**src/rtl/vga_timing_gen.sv**
```systemverilog
// VGA raster timing generator: pixel-rate divider, h/v counters, fetch-ahead
// request position and a delayed display position with sync and line/frame pulses.
module vga_timing_gen #(
  parameter int unsigned H_ACTIVE   = 800,
  parameter int unsigned H_FP       = 210,
  parameter int unsigned H_SYNC     = 40,
  parameter int unsigned H_BP       = 6,
  parameter int unsigned V_ACTIVE   = 480,
  parameter int unsigned V_FP       = 22,
  parameter int unsigned V_SYNC     = 20,
  parameter int unsigned V_BP       = 4,
  parameter int unsigned HS_POL     = 0,
  parameter int unsigned VS_POL     = 0,
  parameter int unsigned CLK_DIV    = 1,
  parameter int unsigned PIPE_DELAY = 2,
  parameter int unsigned COL_W      = 12,
  parameter int unsigned ROW_W      = 11
) (
  input  logic             clock_i,
  input  logic             reset_i,
  input  logic             enable_i,
  output logic             pix_tick_o,
  output logic [COL_W-1:0] req_col_o,
  output logic [ROW_W-1:0] req_row_o,
  output logic             req_valid_o,
  output logic [COL_W-1:0] disp_col_o,
  output logic [ROW_W-1:0] disp_row_o,
  output logic             visible_o,
  output logic             hs_o,
  output logic             vs_o,
  output logic             line_start_o,
  output logic             frame_start_o
);

  localparam int unsigned H_TOTAL = H_ACTIVE + H_FP + H_SYNC + H_BP;
  localparam int unsigned V_TOTAL = V_ACTIVE + V_FP + V_SYNC + V_BP;
  localparam int unsigned DIV_W   = 4;
  localparam int unsigned ROW_LSB = 3;
  localparam int unsigned COL_LSB = 3 + ROW_W;
  localparam int unsigned PW      = COL_W + ROW_W + 3;

  localparam logic [DIV_W-1:0] DIV_LAST = DIV_W'(CLK_DIV - 1);
  localparam logic [COL_W-1:0] H_LAST   = COL_W'(H_TOTAL - 1);
  localparam logic [ROW_W-1:0] V_LAST   = ROW_W'(V_TOTAL - 1);
  localparam logic [COL_W:0]   H_ACT_X  = (COL_W+1)'(H_ACTIVE);
  localparam logic [COL_W:0]   HS_BEG_X = (COL_W+1)'(H_ACTIVE + H_FP);
  localparam logic [COL_W:0]   HS_END_X = (COL_W+1)'(H_ACTIVE + H_FP + H_SYNC);
  localparam logic [ROW_W:0]   V_ACT_X  = (ROW_W+1)'(V_ACTIVE);
  localparam logic [ROW_W:0]   VS_BEG_X = (ROW_W+1)'(V_ACTIVE + V_FP);
  localparam logic [ROW_W:0]   VS_END_X = (ROW_W+1)'(V_ACTIVE + V_FP + V_SYNC);
  localparam logic             HS_POL_B = 1'(HS_POL);
  localparam logic             VS_POL_B = 1'(VS_POL);

  // Entry layout {col, row, valid, hs_raw, vs_raw}. Stage 0 doubles as the
  // h/v counters (request side); stage PIPE_DELAY is the display side.
  logic [PW-1:0]    pipe_q [PIPE_DELAY+1];
  logic [PW-1:0]    pipe_d [PIPE_DELAY+1];
  logic [DIV_W-1:0] div_q, div_d;
  logic             tick_c;
  logic [COL_W-1:0] hcnt_q, hcnt_d, disp_col_d;
  logic [ROW_W-1:0] vcnt_q, vcnt_d, disp_row_d;
  logic             req_valid_d, hs_raw_d, vs_raw_d;
  logic             line_start_q, line_start_d;
  logic             frame_start_q, frame_start_d;

  assign hcnt_q = pipe_q[0][COL_LSB +: COL_W];
  assign vcnt_q = pipe_q[0][ROW_LSB +: ROW_W];

  always_comb begin
    tick_c        = enable_i && !reset_i && (div_q == DIV_LAST);
    div_d         = div_q;
    hcnt_d        = hcnt_q + 1'b1;
    vcnt_d        = vcnt_q;
    req_valid_d   = 1'b0;
    hs_raw_d      = 1'b0;
    vs_raw_d      = 1'b0;
    line_start_d  = 1'b0;
    frame_start_d = 1'b0;

    if (enable_i) begin
      div_d = tick_c ? '0 : div_q + 1'b1;
    end

    if (hcnt_q == H_LAST) begin
      hcnt_d = '0;
      vcnt_d = (vcnt_q == V_LAST) ? '0 : vcnt_q + 1'b1;
    end

    req_valid_d = ({1'b0, hcnt_d} < H_ACT_X) && ({1'b0, vcnt_d} < V_ACT_X);
    hs_raw_d    = ({1'b0, hcnt_d} >= HS_BEG_X) && ({1'b0, hcnt_d} < HS_END_X);
    vs_raw_d    = ({1'b0, vcnt_d} >= VS_BEG_X) && ({1'b0, vcnt_d} < VS_END_X);

    pipe_d[0] = {hcnt_d, vcnt_d, req_valid_d, hs_raw_d, vs_raw_d};
    for (int i = 1; i <= int'(PIPE_DELAY); i++) begin
      pipe_d[i] = pipe_q[i-1];
    end

    // A pulse needs a real transition into column 0, so the zero-filled
    // pipeline right after reset does not fire spurious starts.
    disp_col_d    = pipe_d[PIPE_DELAY][COL_LSB +: COL_W];
    disp_row_d    = pipe_d[PIPE_DELAY][ROW_LSB +: ROW_W];
    line_start_d  = tick_c && (disp_col_d == '0) && (disp_col_o != '0);
    frame_start_d = line_start_d && (disp_row_d == '0);
  end

  always_ff @(posedge clock_i or posedge reset_i) begin
    if (reset_i) begin
      div_q         <= '0;
      line_start_q  <= 1'b0;
      frame_start_q <= 1'b0;
      for (int i = 0; i <= int'(PIPE_DELAY); i++) begin
        pipe_q[i] <= '0;
      end
    end else begin
      div_q         <= div_d;
      line_start_q  <= line_start_d;
      frame_start_q <= frame_start_d;
      if (tick_c) begin
        for (int i = 0; i <= int'(PIPE_DELAY); i++) begin
          pipe_q[i] <= pipe_d[i];
        end
      end
    end
  end

  assign pix_tick_o    = tick_c;
  assign req_col_o     = hcnt_q;
  assign req_row_o     = vcnt_q;
  assign req_valid_o   = pipe_q[0][2];
  assign disp_col_o    = pipe_q[PIPE_DELAY][COL_LSB +: COL_W];
  assign disp_row_o    = pipe_q[PIPE_DELAY][ROW_LSB +: ROW_W];
  assign visible_o     = pipe_q[PIPE_DELAY][2];
  assign hs_o          = ~(pipe_q[PIPE_DELAY][1] ^ HS_POL_B);
  assign vs_o          = ~(pipe_q[PIPE_DELAY][0] ^ VS_POL_B);
  assign line_start_o  = line_start_q;
  assign frame_start_o = frame_start_q;

endmodule

```
**config.mk**
```make
export PLATFORM = sky130hd
export DESIGN_NAME = vga_timing_gen
export DESIGN_NICKNAME = d
export VERILOG_FILES = /design/src/rtl/vga_timing_gen.sv
export SDC_FILE = /design/constraint.sdc
export NUM_CORES = 1
export LEC_CHECK = 0
export BUFFER_PORTS_ARGS = -buffer_cell sky130_fd_sc_hd__buf_2
export CAP_MARGIN = 10
export CORE_MARGIN = 2
export CORE_UTILIZATION = 40
export DETAILED_ROUTE_END_ITERATION = 12
export GPL_ROUTABILITY_DRIVEN = 0
export GPL_TIMING_DRIVEN = 1
export SYNTH_ARGS = -nofsm -noshare
export SYNTH_HDL_FRONTEND = slang
export SYNTH_SLANG_ARGS = --single-unit
```
**constraint.sdc**
```tcl
create_clock -name clock_i -period 3.1 [get_ports clock_i]
set_clock_uncertainty 0.05 [all_clocks]
set_input_delay 0.155 -clock clock_i [delete_from_list [all_inputs] [get_ports clock_i]]
set_output_delay 0.155 -clock clock_i [all_outputs]
set_load 0.005 [all_outputs]
```
# --- Word-level counts from Yosys, hierarchy flattened ---
# Index checks and enable logic that the tools add are counted.
word_totals:
  in_bits: 3
  regBits: 84
  wordCells: 36
op_classes:
  n_addsub: 3
  n_bitwise: 2
  n_lt_le_gt_ge: 6
  eq_ne: 2
  mux: 4
  n_reduce_logical: 13
ops:
  columns: ["cell", "n"]
  rows:
  - ["$mux 11", 2]
  - ["$add 12x1->12 const B", 1]
  - ["$eq 12x11->1 const B", 1]
  - ["$ge 12x10->1 const B", 1]
  - ["$logic_not 12->1", 1]
  - ["$lt 12x10->1 const B", 1]
  - ["$lt 12x11->1 const B", 1]
  - ["$mux 12", 1]
  - ["$reduce_bool 12->1", 1]
  - ["$add 11x1->11 const B", 1]
  - ["$eq 11x10->1 const B", 1]
  - ["$ge 11x9->1 const B", 1]
  - ["$logic_not 11->1", 1]
  - ["$lt 11x10->1 const B", 1]
  - ["$lt 11x9->1 const B", 1]
  - ["$logic_and 1x1->1", 8]
  - ["$add 4x1->4 const B", 1]
  - ["$logic_not 4->1", 1]
  - ["$mux 4", 1]
  - ["$not 1->1", 2]
  - ["$logic_not 1->1", 1]

# --- Logic depth before layout (Yosys ltp) ---
# Gate-level depths: netlist of the first run.
depth:
  ltp_word: 6
  depth_mapped: 10
  ltp_nobuf: 9

# --- Least setup slack after synthesis of the first run ---
# No wires, ideal clock.
synth_path:
  path_type: "reg2reg"
  startpoint: "reg pipe_q (netlist bit req_col_o[0])"
  endpoint: "reg pipe_q (netlist bit req_valid_o)"
  path_buffers: 2
  path_stages_with_launch: 9
  setup_slack_ns: 0.891
  arrival_time_ns: 2.056
  setup_ns: 0.104
  t_required_ns: 2.946
  synth_period_minus_slack_ns: 2.209
  cell_sequence: "dfrtp_1 -> ha_1 -> and4_1 -> clkbuf_2 -> and4_1 -> buf_4 -> and4_1 -> or2_2 -> o41ai_2"
synth_via:
  elab_chain_len: 4
  word_cells_on_any_way: 7
  cone_classes: "1 x add/sub; 2 x order compare; 1 x eq/ne; 2 x mux; 1 x reduce/logical"
synth_lines:
  columns: ["element", "line", "source"]
  rows:
  - ["start, declared", "56", "logic [PW-1:0] pipe_q [PIPE_DELAY+1];"]
  - ["start signal, assigned by index", "120", "pipe_q[i] <= pipe_d[i];"]
  - ["$add 12x1->12 / $eq 12x11->1 (equally long branches)", "72, 84", null]
  - ["$mux 12 / $mux 11 (equally long branches)", "84", "if (hcnt_q == H_LAST) begin"]
  - ["$lt 12x10->1 / $lt 11x9->1 (equally long branches)", "89", "req_valid_d = ({1'b0, hcnt_d} < H_ACT_X) && ({1'b0, vcnt_d} < V_ACT_X);"]
  - ["$logic_and 1x1->1 *", "89", null]
# Mark *: on every way between the ends. The rest lies on a longest branch, timed or not.
# A chain may end at the register's enable or synchronous reset.

# --- Final worst setup path of the first run ---
layout_path:
  startpoint: "reg pipe_q (netlist bit req_col_o[0])"
  endpoint: "reg pipe_q (netlist bit pipe_d[26])"
layout_via:
  elab_chain_len: 4
  word_cells_on_any_way: 5
  cone_classes: "2 x order compare; 1 x eq/ne; 1 x mux; 1 x reduce/logical"
layout_lines:
  columns: ["element", "line", "source"]
  rows:
  - ["$eq 12x11->1 *", "84", null]
  - ["$mux 11 *", "84", null]
  - ["$ge 11x9->1 / $lt 11x10->1 (equally long branches)", "91", "vs_raw_d = ({1'b0, vcnt_d} >= VS_BEG_X) && ({1'b0, vcnt_d} < VS_END_X);"]
  - ["$logic_and 1x1->1 *", "91", null]
# Marked as above.

==> metrics.cfg, run 1 <==
[critical_path]
worst_setup_path_start_kind = flip-flop
path_max_fanout = 15
crit_type = flip-flop to flip-flop
critPathSlowestCell = or3_1
worstPathRequired_ps = 3330
slowest_delay_ps = 500
cp_data_arrival_time_ps = 2830
cp-end-kind = flip-flop
crit_path_cell_trace = ha_1 > and4_1 > nand3_1 > or3_1 > a22oi_1 > nand4_1 > nand3_1
cp_common_cell = nand3_1

[cts]
tritoncts = built
numCtsBuffers = 9
clk_path_buf_depth = 2
insertion_delay_ps = 340
holdBufCountCts = 0
postCtsSetupBuffers = 0
root_buffer = clkbuf_16
path_clk_slew_ps = 60
cts_num_sinks = 84
htree_num_levels = 3
postCtsResizedCells = 0

[timing]
hold_violations = 25
maxSlewHeadroom_pct = 32.0
slew_viol_final = 0
max_freq_ghz = 0.385
grt_setup_unrepaired = false
tightest_slew_ps = 1020
finalSetupTns_ps = 0
whs_ps = -9.21
period_share_pct = 83.8
setup_viol = 0
min_period_ps = 2600

[logic_synthesis]
yosys_warnings = 0
syn_area_um2 = 4620
syn_avg_cell_area_um2 = 8.60
netlist.area_leader.share_pct = 45.5
synth_area_leader_cell = dfrtp_1
syn_nets = 545
synth.area.top_cells = dfrtp_1 (45%), nand2_1 (14%), buf_4 (8.1%)
ys_ff_latch = 84
synthFlopType = dfrtp_1
synth-edff-count = 0
synth_fa_ha_area_share_pct = 1.35
async_flop_share_pct = 100
yosysSeqAreaShare_pct = 45.5
synth_xor_xnor_area_share_pct = 3.03
synth.distinct_cells = 60
synth_simple_gate_area_share_pct = 27.1
syn_inst = 537
synth_top_family_by_area = simple AND/OR/NAND/NOR gates
synth-compound-area-share_pct = 9.59
synth_mux_area_share_pct = 1.33

[floorplanning]
rows = 39
die_w_um = 111
initial_core_util_pct = 40.6
die_area_um2 = 12400
io_pins = 56
core_um2 = 11400
die_h_um = 111

[power]
p_sw_uw = 830
leakage_uw = 0.00246
switching_share_pct = 29.0
p_clk_share_pct = 36.8
power_density_nw_per_um2 = 583
vdd.ir_drop.worst_uv = 296
power.total_uw = 2860
p_seq_share_pct = 47.2
p_int_uw = 2030
p_comb_share_pct = 16.0

[finish]
drive_gt1_share_pct = 16.9
syn2layout_area_growth_pct = 6.31
instances_no_fill = 680
antennaDiodeCount = 0
num-fill-cells = 1114
fin_nets = 540

[drt]
final_antenna_net_count = 0
dr.pass1.iters = 5
drt_iter0_markers = 373
routedWlPerCell_um = 15.1
wirelength_um = 10300
wl_met2_um = 4560
drt-met1-wl_um = 4930
vias_per_cell = 5.21
num_vias = 3544
drc = 0
dr.max_layer_used = met4
met3WireLength_um = 624

[global_routing]
grt_util_all_layers_pct = 17.6
grt_max_degree = 69
grt_pass1_vias = 3469
grt_antenna_before_repair = 0
overflow = 0
grt_pass1_wl_um = 17700

[status]
status = finished, violations left
failed_checks = hold timing

[run]
cap_violations = 0

[placement]
dp_cells = 664
dp_hpwl_um = 7070
port_buffers = 55

[min_path]
min_path_type = primary input to async pin

==> Yosys cell counts, types with 3 or more instances <==
master / number
a31oi_1: 4
nand3_1: 15
and4_1: 4
nand2_1: 178
mux2i_1: 5
clkbuf_1: 16
inv_1: 13
o31ai_1: 5
xor2_1: 3
xnor2_1: 13
ha_1: 5
dfrtp_1: 84
o211ai_1: 4
nand4_1: 13
or2_2: 3
buf_1: 5
buf_4: 50
buf_2: 4
or3_1: 3
a21oi_1: 8
buf_6: 3
nor2_1: 11
nor4_1: 11
and2_1: 5
nor3_1: 9
o21ai_0: 24
==> state kept, by name, summed over array words and instances (netlist names) <==
signal	flops
disp_col_d	12
disp_col_o	12
req_col_o	12
disp_row_d	11
disp_row_o	11
req_row_o	11
pipe_d	5
div_q	4
pipe_q	2
frame_start_o	1
line_start_o	1
req_valid_o	1
visible_o	1
==> power groups by stage <==
stage / sequential [µW] / clock, µW / combinational [µW]
after floorplan: 1320 / 0 / 414
after global placement: 1360 / 0 / 451
after detailed placement: 1370 / 0 / 462
after CTS: 1350 / 1070 / 464
after global routing: 1380 / 1130 / 520
final: 1350 / 1050 / 458
==> final cells by class <==
type	instances	area (µm²)	area share (%)
Sequential cell	84	2100	42.8
Multi-Input combinational cell	361	1960	39.9
Timing Repair Buffer	63	335	6.83
Clock buffer	12	236	4.81
Tap cell	143	179	3.64
Clock inverter	4	50.0	1.02
Inverter	13	50.0	1.02
==> placed cells by master (no fill, tap or decap), drive strengths merged, types with 2 or more instances in the layout <==
master | netlist | final
and2 | 5 | 5
clkinv | 0 | 2
o31ai | 5 | 5
a21oi | 8 | 8
ha | 5 | 5
o41ai | 2 | 2
o311ai | 2 | 2
nand4 | 13 | 13
xnor2 | 13 | 13
nand2 | 178 | 178
and4b | 2 | 2
nor3 | 9 | 9
inv | 13 | 12
and3 | 2 | 2
xor2 | 3 | 3
or3 | 4 | 4
buf | 62 | 63
o21ai | 24 | 24
dfrtp | 84 | 84
nor4 | 12 | 12
a211o | 2 | 2
clkinvlp | 0 | 2
a31oi | 4 | 4
nor2 | 11 | 11
or2 | 3 | 3
or4b | 2 | 2
o211ai | 4 | 4
nand3 | 16 | 16
clkbuf | 17 | 12
a22oi | 2 | 2
nor4b | 2 | 2
and4 | 4 | 4
mux2i | 5 | 5
==> routing by layer <==
layer | track usage, % | vias up
li1 | - | 1750
met1 | 25.4 | 1682
met2 | 26.3 | 101
met3 | 4.57 | 11
met4 | 4.94 | 0
met5 | 0 | -
==> path summary, 6_finish.rpt <==
check | endpoint | cells past startpoint | slack [ps] | from
max in group asynchronous | disp_col_o[9] | 3 | 2250 | reset_i
worst max-delay path | pipe_d[26] | 7 | 500 | req_col_o[0]
worst min register to register | visible_o | 2 | 410 | pipe_d[2]
min in group clock_i | div_q[0] | 2 | 110 | enable_i
worst min-delay path | div_q[2] | 2 | -9 | reset_i
worst max register to register | pipe_d[26] | 7 | 500 | req_col_o[0]
==> logic make-up after synthesis <==
kind of cell,after synthesis
AND/OR/NAND/NOR,268
buffers and inverters,92
flip-flops,84
AO/OA/AOI/OAI,66
XOR/XNOR,16
multiplexers,6
adder cells (fa/ha/maj),5
==> critical path, delay by kind of cell (launching register included) <==
family | cells | cell delay, ps
and+or+nand+nor | 5 | 1520
DFF | 1 | 460
adders and majority gates | 1 | 300
AOI/OAI and AO/OA | 1 | 190
==> through the flow <==
| step | area, µm² | worst slack (ps) | utilization, % | hold WS [ps] |
|---|---|---|---|---|
| CTS | 4910 | 554 | 43.2 | 12.8 |
| global placement | 4630 | 674 | 40.7 | 368 |
| finish | 4910 | 502 | 43.2 | -9.21 |
| detailed placement | 4630 | 570 | 40.7 | 377 |
| floorplan | 4620 | 730 | - | 331 |
| global route | 4910 | 294 | 43.2 | 63.6 |
No activity file was read; power rests on OpenSTA's default activity.
==> run 2, diff against run 1 <==
- ABC_AREA: default -> 1
- clock period: 3.1 -> 2.3 ns (I/O delays scaled with it)
==> run 2 against run 1 <==
Compared with the run above: the run now ends clean; sequential share of layout area rose by 1.3 points; first-iteration DRC count shrank 51%; sequential power up 61%; core utilization increased by 0.96 points; area after synthesis fell by 4.6%; synthesized cell count grew 4.5%; global-route usage grew 0.31 points; non-clock buffer count grew 3; die area is 4.5% lower; largest cell class unchanged; largest power group unchanged; highest routed layer unchanged.
==> metrics.cfg, run 2 <==
[status]
status = finished, final reports clean

[cts]
clk_path_buf_depth = 2
root_buffer = clkbuf_8
insertion_delay_ps = 350
path_clk_slew_ps = 90
tritoncts = built
cts_num_sinks = 84
numCtsBuffers = 9
htree_num_levels = 3

[global_routing]
grt_max_degree = 50
grt_util_all_layers_pct = 17.9
grt_antenna_before_repair = 0
grt_pass1_wl_um = 16500
overflow = 0
grt_pass1_vias = 3342

[timing]
finalSetupTns_ps = 0
maxSlewHeadroom_pct = 58.0
setup_viol = 0
max_freq_ghz = 0.471
period_share_pct = 92.4
grt_setup_unrepaired = false
min_period_ps = 2120
tightest_slew_ps = 628
slew_viol_final = 0
hold_violations = 0

[finish]
finish.utilization_pct = 44.2
fin_area_um2 = 4770
drive_gt1_share_pct = 16.2
final_common_cell = nand2_1
antennaDiodeCount = 0
layout_common_cells = nand2_1 (159), dfrtp_1 (84), o21ai_0 (64)
syn2layout_area_growth_pct = 8.18
seq_area_um2 = 2100
fin_nets = 583
num-fill-cells = 1098
multi_input_area_um2 = 1670

[logic_synthesis]
ys_top_cells_by_count = nand2_1 (159), dfrtp_1 (84), o21ai_0 (64), inv_1 (57), buf_4 (46)
ys_ff_latch = 84
synth_area_leader_cell = dfrtp_1
synthFlopType = dfrtp_1
async_flop_share_pct = 100
synth-edff-count = 0
syn_avg_cell_area_um2 = 7.86
syn_inst = 561
syn_nets = 569
synth.area.top_cells = dfrtp_1 (48%), nand2_1 (14%), buf_4 (7.8%)
synth_most_common_cell = nand2_1
synth.distinct_cells = 32
yosysSeqAreaShare_pct = 47.7
netlist.area_leader.share_pct = 47.7
syn_area_um2 = 4410
yosys_warnings = 0

[critical_path]
r2r_slack_ps = 180
critPathSlowestCell = dfrtp_1
cp-end-kind = flip-flop
reg2reg_to = req_valid_o
worst_setup_path_start_kind = flip-flop
cp_common_cell = nor2_1
cp_data_arrival_time_ps = 2340
worst_r2r_path_depth = 11
crit_type = flip-flop to flip-flop
worstPathRequired_ps = 2510
crit_path_cell_trace = ha_1 > nand2_2 > nor2_1 > nand3_2 > inv_2 > nor2_1 > nor2_1 > nor2_1 > nand3_1 > nand4_1 > o21ai_0
reg2reg_from = req_col_o[1]
slowest_delay_ps = 420
path_max_fanout = 11

[floorplanning]
die_area_um2 = 11900
core_um2 = 10800
die_h_um = 109
die_w_um = 109
initial_core_util_pct = 40.8
io_pins = 56
rows = 38

[drt]
wirelength_um = 9830
drt_iter0_markers = 182
num_vias = 3552
final_antenna_net_count = 0
vias_per_cell = 4.93
routedWlPerCell_um = 13.6
drc = 0
dr.pass1.iters = 7

[power]
power_density_nw_per_um2 = 969
leakage_uw = 0.00243
vdd.ir_drop.worst_uv = 350

[placement]
port_buffers = 55
dp_hpwl_um = 7340
dpl-instance-area_um2 = 4520

[min_path]
min_path_type = primary input to async pin

[run]
cap_violations = 0

-- run 2: changes by cell type after synthesis, moves of 13 or more --
cell     change
inv_1       +44
nand2_1     -19
o21ai_0     +40
nand3_1     +18
xnor2_1     -13
nor2_1      +29
-- run 2: how the worst max path moves through the flow --
stage               slack (ps)          from     endpoint
finish                     180  req_col_o[1]  req_valid_o
global route                40      div_q[0]   pix_tick_o
CTS                        170      div_q[0]   pix_tick_o
detailed placement         190  req_col_o[1]  req_valid_o
global placement           260  req_col_o[0]   pipe_d[27]
floorplan                  610  req_col_o[1]   pipe_d[26]
-- run 2: final cells by class --
type	count	area share [%]
multi-input cells	353	35.0
clock buffers	11	2.97
inverters	61	4.88
repair buffers	66	7.61
well taps	140	3.67
clock inverters	5	1.76
flip-flops and latches	84	44.1
-- run 2: cell families after synthesis --
logic type	synth area share, %
AND/OR/NAND/NOR	25.4
adder cells (fa/ha/maj)	1.42
flip-flops	47.7
buffers and inverters	14.7
AO/OA/AOI/OAI	9.43
XOR/XNOR	1.39
-- run 2: power by group --
part	internal [µW]	total [µW]	switching (µW)
registers	1860	2170	310
logic	497	1260	764
clock network	646	1190	541
-- run 2: worst max-delay path: cells and delay by family (launching register included) --
family	cells	cell delay, ps
compound gates	1	110
fa+ha+maj	1	210
buf+inv	1	190
flops	1	420
simple gates	8	1070
-- run 2: layer usage --
| layer | wire (µm) | GRT usage (%) | vias to the layer above |
|---|---|---|---|
| met2 | 4290 | 26.9 | 97 |
| met5 | 0 | 0 | - |
| met3 | 547 | 3.47 | 14 |
| met4 | 175 | 7.51 | 0 |
| li1 | - | - | 1773 |
| met1 | 4810 | 25.2 | 1668 |
-- run 2: per-stage QoR --
step / setup slack [ps] / instances / total power, µW / hold slack, ps
after detailed placement: 194 / 702 / 3460 / 183
after CTS: 174 / 720 / 4650 / 346
final: 176 / 720 / 4620 / 344
after global placement: 261 / 702 / 3420 / 187
after global routing: 42.4 / 720 / 4970 / 406
after floorplan: 614 / 561 / 3190 / 161
-- run 2: what timing repair did --
item | CTS | global route
setup endpoints to repair | 0 | 0
hold buffers | 2 | 0
hold endpoints to repair | 27 | 0
setup buffers | 0 | 0
resized for setup | 0 | 0
